<file path="src/rtl/mfp_ahb_uart_tx.sv">
// rtl/mfp_ahb_uart_tx.sv - AHB-Lite 8N1 UART transmitter with byte FIFO, status and drain interrupt
module mfp_ahb_uart_tx #(
    parameter int DEPTH_LOG2      = 4,
    parameter int CLK_DIV_DEFAULT = 434
) (
    input  logic        HCLK,
    input  logic        SI_Reset,
    input  logic        HSEL,
    input  logic [31:0] HADDR,
    input  logic [1:0]  HTRANS,
    input  logic        HWRITE,
    input  logic [2:0]  HSIZE,
    input  logic        HREADY,
    input  logic [31:0] HWDATA,
    output logic [31:0] HRDATA,
    output logic        UART_TX,
    output logic        IRQ
);

    localparam int                  DEPTH     = 1 << DEPTH_LOG2;
    localparam logic [DEPTH_LOG2:0] DEPTH_CNT = (DEPTH_LOG2 + 1)'(DEPTH);
    localparam logic [DEPTH_LOG2:0] CNT_ONE   = (DEPTH_LOG2 + 1)'(1);
    localparam logic [DEPTH_LOG2-1:0] PTR_ONE = DEPTH_LOG2'(1);
    localparam logic [15:0]         DIV_RESET = 16'(CLK_DIV_DEFAULT);
    localparam logic [15:0]         DIV_MIN   = 16'd2;

    localparam logic [1:0] A_TXDATA  = 2'd0;
    localparam logic [1:0] A_STATUS  = 2'd1;
    localparam logic [1:0] A_DIVISOR = 2'd2;

    typedef enum logic [1:0] {
        S_IDLE  = 2'd0,
        S_START = 2'd1,
        S_DATA  = 2'd2,
        S_STOP  = 2'd3
    } state_t;

    // Bus data-phase tracking
    logic        dp_valid;
    logic        dp_write;
    logic [1:0]  dp_addr;
    logic        accept;

    // Register strobes, all qualified by the data phase
    logic        wr_txdata;
    logic        wr_divisor;
    logic        rd_status;
    logic        rd_active;

    // FIFO
    logic [7:0]            mem [DEPTH];
    logic [DEPTH_LOG2-1:0] wr_ptr;
    logic [DEPTH_LOG2-1:0] rd_ptr;
    logic [DEPTH_LOG2:0]   count;
    logic                  fifo_empty;
    logic                  fifo_full;
    logic                  push;
    logic                  pop;
    logic                  overflow;
    logic                  ovf;

    // Control registers
    logic [15:0] divisor;

    // Transmit engine
    state_t      state;
    logic [7:0]  shift;
    logic [15:0] period;
    logic [15:0] baud_cnt;
    logic [2:0]  bit_cnt;
    logic        bit_end;
    logic        frame_load;
    logic        busy;
    logic        line_idle;

    logic [31:0] status_word;

    // Address-phase fields that carry no meaning for this slave
    logic unused_bus_bits;
    assign unused_bus_bits = ^{HSIZE, HADDR[31:4], HADDR[1:0], HTRANS[0], HWDATA[31:16]};

    assign accept     = HSEL & HTRANS[1] & HREADY;
    assign wr_txdata  = dp_valid &  dp_write & (dp_addr == A_TXDATA);
    assign wr_divisor = dp_valid &  dp_write & (dp_addr == A_DIVISOR);
    assign rd_active  = dp_valid & ~dp_write;
    assign rd_status  = rd_active & (dp_addr == A_STATUS);

    assign fifo_empty = (count == '0);
    assign fifo_full  = (count == DEPTH_CNT);
    assign busy       = (state != S_IDLE);

    // A new frame begins from IDLE, or straight out of the last stop-bit cycle
    assign bit_end    = (baud_cnt == 16'd0);
    assign frame_load = ~fifo_empty & ((state == S_IDLE) | ((state == S_STOP) & bit_end));
    assign pop        = frame_load;

    // A full FIFO still accepts a byte when the head leaves in the same cycle
    assign push       = wr_txdata & (~fifo_full | pop);
    assign overflow   = wr_txdata & ~push;

    // Capture the address phase so the data phase knows what to do
    always_ff @(posedge HCLK or posedge SI_Reset) begin
        if (SI_Reset) begin
            dp_valid <= 1'b0;
            dp_write <= 1'b0;
            dp_addr  <= 2'd0;
        end else begin
            dp_valid <= accept;
            if (accept) begin
                dp_write <= HWRITE;
                dp_addr  <= HADDR[3:2];
            end
        end
    end

    // FIFO storage; contents need no reset since the pointers define validity
    always_ff @(posedge HCLK) begin
        if (push) begin
            mem[wr_ptr] <= HWDATA[7:0];
        end
    end

    // FIFO pointers and occupancy
    always_ff @(posedge HCLK or posedge SI_Reset) begin
        if (SI_Reset) begin
            wr_ptr <= '0;
            rd_ptr <= '0;
            count  <= '0;
        end else begin
            if (push) begin
                wr_ptr <= wr_ptr + PTR_ONE;
            end
            if (pop) begin
                rd_ptr <= rd_ptr + PTR_ONE;
            end
            case ({push, pop})
                2'b10:   count <= count + CNT_ONE;
                2'b01:   count <= count - CNT_ONE;
                default: count <= count;
            endcase
        end
    end

    // Sticky overflow; a dropped byte wins over a STATUS read in the same cycle
    always_ff @(posedge HCLK or posedge SI_Reset) begin
        if (SI_Reset) begin
            ovf <= 1'b0;
        end else begin
            ovf <= (ovf & ~rd_status) | overflow;
        end
    end

    // Bit-period divisor, clamped so the baud counter always has at least two cycles
    always_ff @(posedge HCLK or posedge SI_Reset) begin
        if (SI_Reset) begin
            divisor <= DIV_RESET;
        end else if (wr_divisor) begin
            divisor <= (HWDATA[15:0] < DIV_MIN) ? DIV_MIN : HWDATA[15:0];
        end
    end

    // Frame sequencer: the divisor is sampled only when a frame is loaded
    always_ff @(posedge HCLK or posedge SI_Reset) begin
        if (SI_Reset) begin
            state    <= S_IDLE;
            shift    <= 8'd0;
            period   <= DIV_RESET;
            baud_cnt <= 16'd0;
            bit_cnt  <= 3'd0;
        end else begin
            case (state)
                S_IDLE: begin
                    if (frame_load) begin
                        shift    <= mem[rd_ptr];
                        period   <= divisor;
                        baud_cnt <= divisor - 16'd1;
                        bit_cnt  <= 3'd0;
                        state    <= S_START;
                    end
                end
                S_START: begin
                    if (bit_end) begin
                        baud_cnt <= period - 16'd1;
                        state    <= S_DATA;
                    end else begin
                        baud_cnt <= baud_cnt - 16'd1;
                    end
                end
                S_DATA: begin
                    if (bit_end) begin
                        baud_cnt <= period - 16'd1;
                        shift    <= {1'b0, shift[7:1]};
                        bit_cnt  <= bit_cnt + 3'd1;
                        if (bit_cnt == 3'd7) begin
                            state <= S_STOP;
                        end
                    end else begin
                        baud_cnt <= baud_cnt - 16'd1;
                    end
                end
                S_STOP: begin
                    if (bit_end) begin
                        if (frame_load) begin
                            shift    <= mem[rd_ptr];
                            period   <= divisor;
                            baud_cnt <= divisor - 16'd1;
                            bit_cnt  <= 3'd0;
                            state    <= S_START;
                        end else begin
                            state <= S_IDLE;
                        end
                    end else begin
                        baud_cnt <= baud_cnt - 16'd1;
                    end
                end
                default: begin
                    state <= S_IDLE;
                end
            endcase
        end
    end

    // Serial line flop; follows the sequencer one cycle later so the pin is glitch-free
    always_ff @(posedge HCLK or posedge SI_Reset) begin
        if (SI_Reset) begin
            UART_TX <= 1'b1;
        end else begin
            case (state)
                S_START: UART_TX <= 1'b0;
                S_DATA:  UART_TX <= shift[0];
                default: UART_TX <= 1'b1;
            endcase
        end
    end

    // Drain interrupt; rises only after the stop bit has fully left the pin
    always_ff @(posedge HCLK or posedge SI_Reset) begin
        if (SI_Reset) begin
            line_idle <= 1'b1;
            IRQ       <= 1'b1;
        end else begin
            line_idle <= (state == S_IDLE);
            IRQ       <= fifo_empty & (state == S_IDLE) & line_idle;
        end
    end

    // STATUS word assembly
    always_comb begin
        status_word                    = 32'd0;
        status_word[0]                 = busy;
        status_word[1]                 = fifo_full;
        status_word[2]                 = fifo_empty;
        status_word[3]                 = ovf;
        status_word[8 +: DEPTH_LOG2+1] = count;
    end

    // Read data mux; quiet outside a read data phase
    always_comb begin
        HRDATA = 32'd0;
        if (rd_active) begin
            case (dp_addr)
                A_STATUS:  HRDATA = status_word;
                A_DIVISOR: HRDATA = {16'd0, divisor};
                default:   HRDATA = 32'd0;
            endcase
        end
    end

endmodule

</file>
<file path="config.mk">
export PLATFORM = sky130hd
export DESIGN_NAME = mfp_ahb_uart_tx
export DESIGN_NICKNAME = d
export VERILOG_FILES = /design/src/rtl/mfp_ahb_uart_tx.sv
export SDC_FILE = /design/constraint.sdc
export NUM_CORES = 1
export LEC_CHECK = 0
export ABC_AREA = 1
export BUFFER_PORTS_ARGS = -buffer_cell sky130_fd_sc_hd__buf_2
export CAP_MARGIN = 20
export CORE_AREA = 2 2 178 180
export CTS_CLUSTER_DIAMETER = 100
export DETAILED_ROUTE_END_ITERATION = 10
export DIE_AREA = 0 0 180 182
export GPL_ROUTABILITY_DRIVEN = 0
export PLACE_DENSITY = 0.57
export SYNTH_ARGS = -nofsm -noshare
export SYNTH_HDL_FRONTEND = slang
export SYNTH_SLANG_ARGS = --single-unit
</file>
<file path="constraint.sdc">
create_clock -name HCLK -period 6.4 [get_ports HCLK]
set_clock_uncertainty 0.05 [all_clocks]
set_input_delay 1.28 -clock HCLK [delete_from_list [all_inputs] [get_ports HCLK]]
set_output_delay 1.28 -clock HCLK [all_outputs]
set_load 0.05 [all_outputs]
</file>
==> flow_metrics.env, run 1 <==
export IMPL_outcome="completed"
export IMPL_crit_type="register to register"
export IMPL_place_inst=1598
export IMPL_worstHoldEndpoint="IRQ$_DFF_PP1_"
export IMPL_reg2regPathDepth=13
export IMPL_worstSkewPairLatency_ps=520
export IMPL_cts_resized_gates=0
export IMPL_drive_above_1_share_pct=10.1
export IMPL_num_vias=8067
export IMPL_route_detailed_wl_per_inst_um=16.0
export IMPL_slew_headroom_pct=38.2
export IMPL_drt_iter0_markers=643
export IMPL_design_die_area_um2=32800
export IMPL_dpl_hpwl_um=17500
export IMPL_fillers=3062
export IMPL_period_share_pct=59.0
export IMPL_synth_area_um2=10600
export IMPL_dr_pass1_iters=5
export IMPL_grt_pass1_vias=7721
export IMPL_yosysSeqAreaShare_pct=55.6
export IMPL_area_delta_synth_final_pct=11.7
export IMPL_nets=1317
export IMPL_period_minus_slack_ps=3770
export IMPL_final_setup_viol_count=0
export IMPL_ys_ff_latch=210
export IMPL_clkSlewWorstSetupHoldPaths_ps=60
export IMPL_cpLargestDelayFamily="adder cells"
export IMPL_mostFrequentLayoutCell="nand2_1"
export IMPL_worstReg2RegEnd="count[4]$_DFFE_PP0P_"
export IMPL_worstPathArrival_ps=4120
export IMPL_maxCapViolCount=0
export IMPL_power_density_nw_per_um2=457
export IMPL_path_max_fanout=26
export IMPL_drv_slew=0
export IMPL_clock_path_buffers=3
export IMPL_worst_hold_startpoint="line_idle$_DFF_PP1_"
export IMPL_rr_startpoint="state[0]$_DFFE_PP0P_"
export IMPL_syn_area_per_cell_um2=8.93
export IMPL_final_cells=1638
export IMPL_busiest_layer="met2"
export IMPL_drt_wl_total_um=26200
export IMPL_max_stage_delay_ps=600
export IMPL_overflow=0
export IMPL_setup_ws_ps=2630
export IMPL_total_power_mw=5.44
export IMPL_hold_viol_final=0
export IMPL_worst_slew_pin_slew_ps=924
export IMPL_multi_input_area_um2=4120
export IMPL_grtUsageTotal_pct=15.9
export IMPL_seqCellArea_um2=5910
export IMPL_r2r_setup_slack_ps=2630
export IMPL_drc_errors=0
export IMPL_ys_warn_count=0
export IMPL_grt_first_pass_wirelength_um=41900
export IMPL_path_cells="ha_1 > inv_1 > nand2_1 > nand2_1 > a21oi_4 > nand2_1 > fa_1 > o211ai_1 > nand4_1 > nand2_1 > nand2_1 > nand2_1 > inv_1"
export IMPL_fp_dieH_um=182
export IMPL_port_buffers=41
export IMPL_die_w_um=180
export IMPL_core_area_um2=31000
export IMPL_synthCells=1191
export IMPL_post_place_ws_ps=2650
export IMPL_clock_fmax_mhz=265
export IMPL_path_buf_inv=2
export IMPL_final_area_um2=11900
export IMPL_root_buffer="clkbuf_16"
export IMPL_crit_top_cell="nand2_1"
export IMPL_cp_start_kind="register"
export IMPL_postPlaceCellArea_um2=11200
export IMPL_antenna_found_initial=0
export IMPL_cts_sinks=210
export IMPL_grt_max_degree=67
export IMPL_cp_num_cells=13
export IMPL_htree_levels=1
export IMPL_worstPathRequired_ps=6750
export IMPL_synth_cell_types=44
export IMPL_finalSetupTns_ps=0
export IMPL_cellLeakagePower_nw=4.97
export IMPL_use_met1_pct=22.6
export IMPL_cp_end_kind="register"
export IMPL_grt_use_met3_pct=1.99
export IMPL_numCtsBuffers=22
export IMPL_ios=108
export IMPL_crit_path_top_delay_cell="a21oi_4"
export IMPL_ir_drop_v=0.000192
export IMPL_ant_nets=0
export IMPL_ctsHoldBuffers=0
export IMPL_antenna_diode_count=0
export IMPL_hold_depth=2
export IMPL_rsz0062_at_grt="false"
export IMPL_cts_tree="yes"
export IMPL_row_count=65
export IMPL_met2_usage_pct=25.9
export IMPL_min_path_type="register to register"
export IMPL_vias_per_cell=4.92
export IMPL_layout_common_cells="nand2_1, nor2_1, edfxtp_1"
export IMPL_postCtsSetupBuffers=0
export IMPL_initial_utilization_pct=34.3
==> per-stage QoR <==
step	utilization, %	hold WS [ps]
after floorplan	-	365
after global placement	36.0	397
after detailed placement	36.0	393
after CTS	38.4	400
after global routing	38.4	425
final	38.4	401
==> where the power goes <==
group	total [mW]	internal, mW	leakage [nW]	switching [mW]
Clock	1.30	0.776	0.362	0.521
Combinational	2.18	0.673	2.47	1.50
Sequential	1.96	1.71	2.13	0.256
Total	5.44	3.16	4.97	2.28
==> logic make-up (layout without fill, tap and decap cells) <==
| kind of cell | after synthesis | in the layout | synth area share [%] |
|---|---|---|---|
| AND/OR/NAND/NOR | 573 | 573 | 22.3 |
| flip-flops | 210 | 210 | 55.6 |
| AO/OA/AOI/OAI | 204 | 204 | 10.7 |
| buffers and inverters | 152 | 182 | 6.29 |
| XOR/XNOR | 28 | 28 | 2.30 |
| adder cells (fa/ha/maj) | 23 | 23 | 2.78 |
| other | 1 | 16 | 0.0352 |
==> per-layer routing <==
metal | part of all wire [%] | routed length (µm) | vias up
met3 | 5.1 | 1350 | 36
met4 | 2.1 | 554 | 0
met1 | 47 | 12400 | 3821
met5 | 0 | 0 | -
li1 | - | - | 3997
met2 | 45 | 11900 | 213
==> how the worst max path moves through the flow <==
stage                            endpoint  slack (ps)            startpoint
detailed placement   count[4]$_DFFE_PP0P_        2650  state[0]$_DFFE_PP0P_
floorplan           baud_cnt[0]$_DFF_PP0_        2980              SI_Reset
global route         count[4]$_DFFE_PP0P_        2300  state[0]$_DFFE_PP0P_
finish               count[4]$_DFFE_PP0P_        2630  state[0]$_DFFE_PP0P_
global placement     count[4]$_DFFE_PP0P_        2620  state[0]$_DFFE_PP0P_
CTS                  count[4]$_DFFE_PP0P_        2630  state[0]$_DFFE_PP0P_
==> Yosys cell counts, drive strengths merged <==
library cell	count	area [µm²]
nand2	326	1270
nor2	152	593
edfxtp	128	3840
o21ai	117	586
inv	93	352
nand3	71	355
dfrtp	69	1730
a21oi	38	205
buf	31	213
clkbuf	27	101
xor2	24	210
ha	22	275
o22ai	16	100
a21boi	14	105
dfstp	13	342
nand4	9	56.3
o211ai	8	60.1
nor3	7	40.0
a22oi	4	30.0
xnor2	4	35.0
nor4	3	18.8
o31ai	3	22.5
nand3b	2	15.0
o221ai	2	17.5
or2	2	12.5
a31o	1	8.76
clkinv	1	3.75
conb	1	3.75
fa	1	20.0
nor3b	1	7.51
o21bai	1	7.51
==> state kept, by name, summed over array words and instances, names as in the netlist <==
name	cells
count	5
period	16
rd_ptr	4
shift	8
dp_addr	2
line_idle	1
dp_write	1
UART_TX	1
ovf	1
divisor	16
state	2
baud_cnt	16
dp_valid	1
bit_cnt	3
wr_ptr	4
mem	128
IRQ	1
==> tightest hold or removal path, stage by stage, from the launching register on <==
cell     delay, ps
dfstp_2        360
inv_1           40
nor2_1          50
==> area by class of cell <==
type                    count  area share (%)
repair buffers             48            2.17
flip-flops and latches    210            49.7
inverters                  94            3.00
multi-input cells         844            34.7
clock buffers              34            5.43
clock inverters             6           0.768
well taps                 402            4.23
(Power assumes the default switching activity.)
==> run 2, diff against run 1 <==
--- a/config.mk
+++ b/config.mk
@@ -13,7 +13,7 @@
 export DETAILED_ROUTE_END_ITERATION = 10
 export DIE_AREA = 0 0 180 182
 export GPL_ROUTABILITY_DRIVEN = 0
-export PLACE_DENSITY = 0.57
+export PLACE_DENSITY = 0.59
 export SYNTH_ARGS = -nofsm -noshare
 export SYNTH_HDL_FRONTEND = slang
 export SYNTH_SLANG_ARGS = --single-unit
==> constraint.sdc (replaced) <==
create_clock -name HCLK -period 3.3 [get_ports HCLK]
set_clock_uncertainty 0.05 [all_clocks]
set_input_delay 0.66 -clock HCLK [delete_from_list [all_inputs] [get_ports HCLK]]
set_output_delay 0.66 -clock HCLK [all_outputs]
set_load 0.05 [all_outputs]
==> flow_metrics.env, run 2 (synthesized netlist as in run 1, its figures left out) <==
export IMPL_antenna_diode_count=0
export IMPL_core_area_um2=31000
export IMPL_root_buffer="clkbuf_16"
export IMPL_final_cells=1659
export IMPL_largest_register_ffs=128
export IMPL_crit_top_cell="nand2_1"
export IMPL_ir_drop_v=0.000471
export IMPL_power_density_nw_per_um2=882
export IMPL_outcome="completed"
export IMPL_min_path_type="input port to asynchronous set/reset pin"
export IMPL_cts_resized_gates=0
export IMPL_finalSetupTns_ps=0
export IMPL_p_sw_mw=4.47
export IMPL_grtUsageTotal_pct=16.0
export IMPL_initial_utilization_pct=34.3
export IMPL_worstPathRequired_ps=3660
export IMPL_path_max_fanout=7
export IMPL_num_vias=8122
export IMPL_drt_iter0_markers=638
export IMPL_p_sw_share_pct=42.1
export IMPL_grt_first_pass_wirelength_um=42200
export IMPL_worstSkewPairLatency_ps=510
export IMPL_r2r_setup_slack_ps=440
export IMPL_port_buffers=41
export IMPL_dr_pass1_iters=5
export IMPL_place_inst=1617
export IMPL_design_die_area_um2=32800
export IMPL_layout_common_cells="nand2_1, nor2_1, edfxtp_1"
export IMPL_intPower_mw=6.16
export IMPL_drc_errors=0
export IMPL_rsz0062_at_grt="false"
export IMPL_pwr_share_clk_pct=24.1
export IMPL_htree_levels=1
export IMPL_area_delta_synth_final_pct=13.3
export IMPL_period_share_pct=86.6
export IMPL_ctsHoldBuffers=0
export IMPL_crit_type="register to register"
export IMPL_row_count=65
export IMPL_hold_viol_final=0
export IMPL_numCtsBuffers=23
export IMPL_max_stage_delay_ps=430
export IMPL_fin_util_pct=38.9
export IMPL_route_detailed_wl_per_inst_um=15.9
export IMPL_nets=1337
export IMPL_vias_per_cell=4.90
export IMPL_final_setup_viol_count=0
export IMPL_fp_dieH_um=182
export IMPL_die_w_um=180
export IMPL_crit_path_top_delay_cell="dfrtp_1"
export IMPL_grt_max_degree=83
export IMPL_maxCapViolCount=0
export IMPL_rr_startpoint="state[0]$_DFFE_PP0P_"
export IMPL_cp_start_kind="register"
export IMPL_overflow=0
export IMPL_antenna_found_initial=0
export IMPL_p_seq_share_pct=35.4
export IMPL_period_minus_slack_ps=2860
export IMPL_cts_sinks=210
export IMPL_drive_above_1_share_pct=11.7
export IMPL_reg2regPathDepth=16
export IMPL_p_comb_share_pct=40.5
export IMPL_cts_tree="yes"
export IMPL_path_cells="inv_1 > ha_1 > inv_1 > nand2_1 > nand2_1 > a21oi_4 > nand2_1 > inv_1 > ha_1 > nand2_1 > o211ai_1 > nand4_1 > nand2_1 > nand2_1 > nand2_1 > inv_1"
export IMPL_worst_slew_pin_slew_ps=950
export IMPL_worstPathArrival_ps=3220
export IMPL_clock_fmax_mhz=350
export IMPL_clock_path_buffers=3
export IMPL_ant_nets=0
export IMPL_cellLeakagePower_nw=5.08
export IMPL_drt_wl_total_um=26400
export IMPL_clkSlewWorstSetupHoldPaths_ps=60
export IMPL_ios=108
export IMPL_postCtsSetupBuffers=0
export IMPL_slew_headroom_pct=36.5
export IMPL_grt_pass1_vias=7912
export IMPL_worstReg2RegEnd="count[4]$_DFFE_PP0P_"
export IMPL_mostFrequentLayoutCell="nand2_1"
export IMPL_drv_slew=0
export IMPL_cp_end_kind="register"
export IMPL_largest_register="mem"
export IMPL_dpl_hpwl_um=17500
export IMPL_total_power_mw=10.6
==> run 2: worst max-delay path, delay by kind of cell, from the launching register on <==
kind	cells	cell delay [ps]
AOI/OAI and AO/OA	2	250
adders and majority gates	2	620
buffers and inverters	4	540
DFF	1	430
and+or+nand+nor	8	850
==> run 2: power groups by stage <==
stage	Sequential [mW]	Clock [mW]	Combinational, mW
3_5_place_dp	3.80	0	4.30
6_report	3.77	2.56	4.31
4_1_cts	3.76	2.62	4.33
3_3_place_gp	3.80	0	4.22
2_1_floorplan	3.68	0	3.28
5_1_grt	3.83	2.71	4.94
==> run 2: stage by stage <==
stage               hold slack (ps)  cell area, µm²  setup slack, ps
global placement                395           11300              576
finish                          163           12100              443
global route                    213           12100              195
floorplan                       365           10700              503
detailed placement              393           11300              463
CTS                             210           12100              430
==> run 2: final cells by class <==
cell class	count	area, µm²
fill	3074	18900
tap	402	503
timing repair buffer	67	413
multi-input combinational	844	4120
clock inverter	13	123
inverter	94	357
clock buffer	29	628
sequential	210	5910
==> run 2: worst max-delay path by stage <==
stage,from,end,slack (ps),cells after the start
after floorplan,SI_Reset,baud_cnt[0]$_DFF_PP0_,500,1
after global placement,state[0]$_DFFE_PP0P_,count[4]$_DFFE_PP0P_,580,16
after detailed placement,state[0]$_DFFE_PP0P_,count[4]$_DFFE_PP0P_,460,16
after CTS,dp_addr[0]$_DFFE_PP0P_,HRDATA[5],430,5
after global routing,state[0]$_DFFE_PP0P_,count[4]$_DFFE_PP0P_,200,16
final,state[0]$_DFFE_PP0P_,count[4]$_DFFE_PP0P_,440,16
==> run 2: metal layers <==
metal | up-vias | share of wire (%) | wire, µm | global-route usage, %
li1 | 4025 | - | - | -
met1 | 3846 | 47 | 12400 | 22.0
met2 | 206 | 46 | 12100 | 26.5
met3 | 45 | 5.0 | 1310 | 2.21
met4 | 0 | 1.9 | 502 | 4.20
met5 | - | 0 | 0 | 0
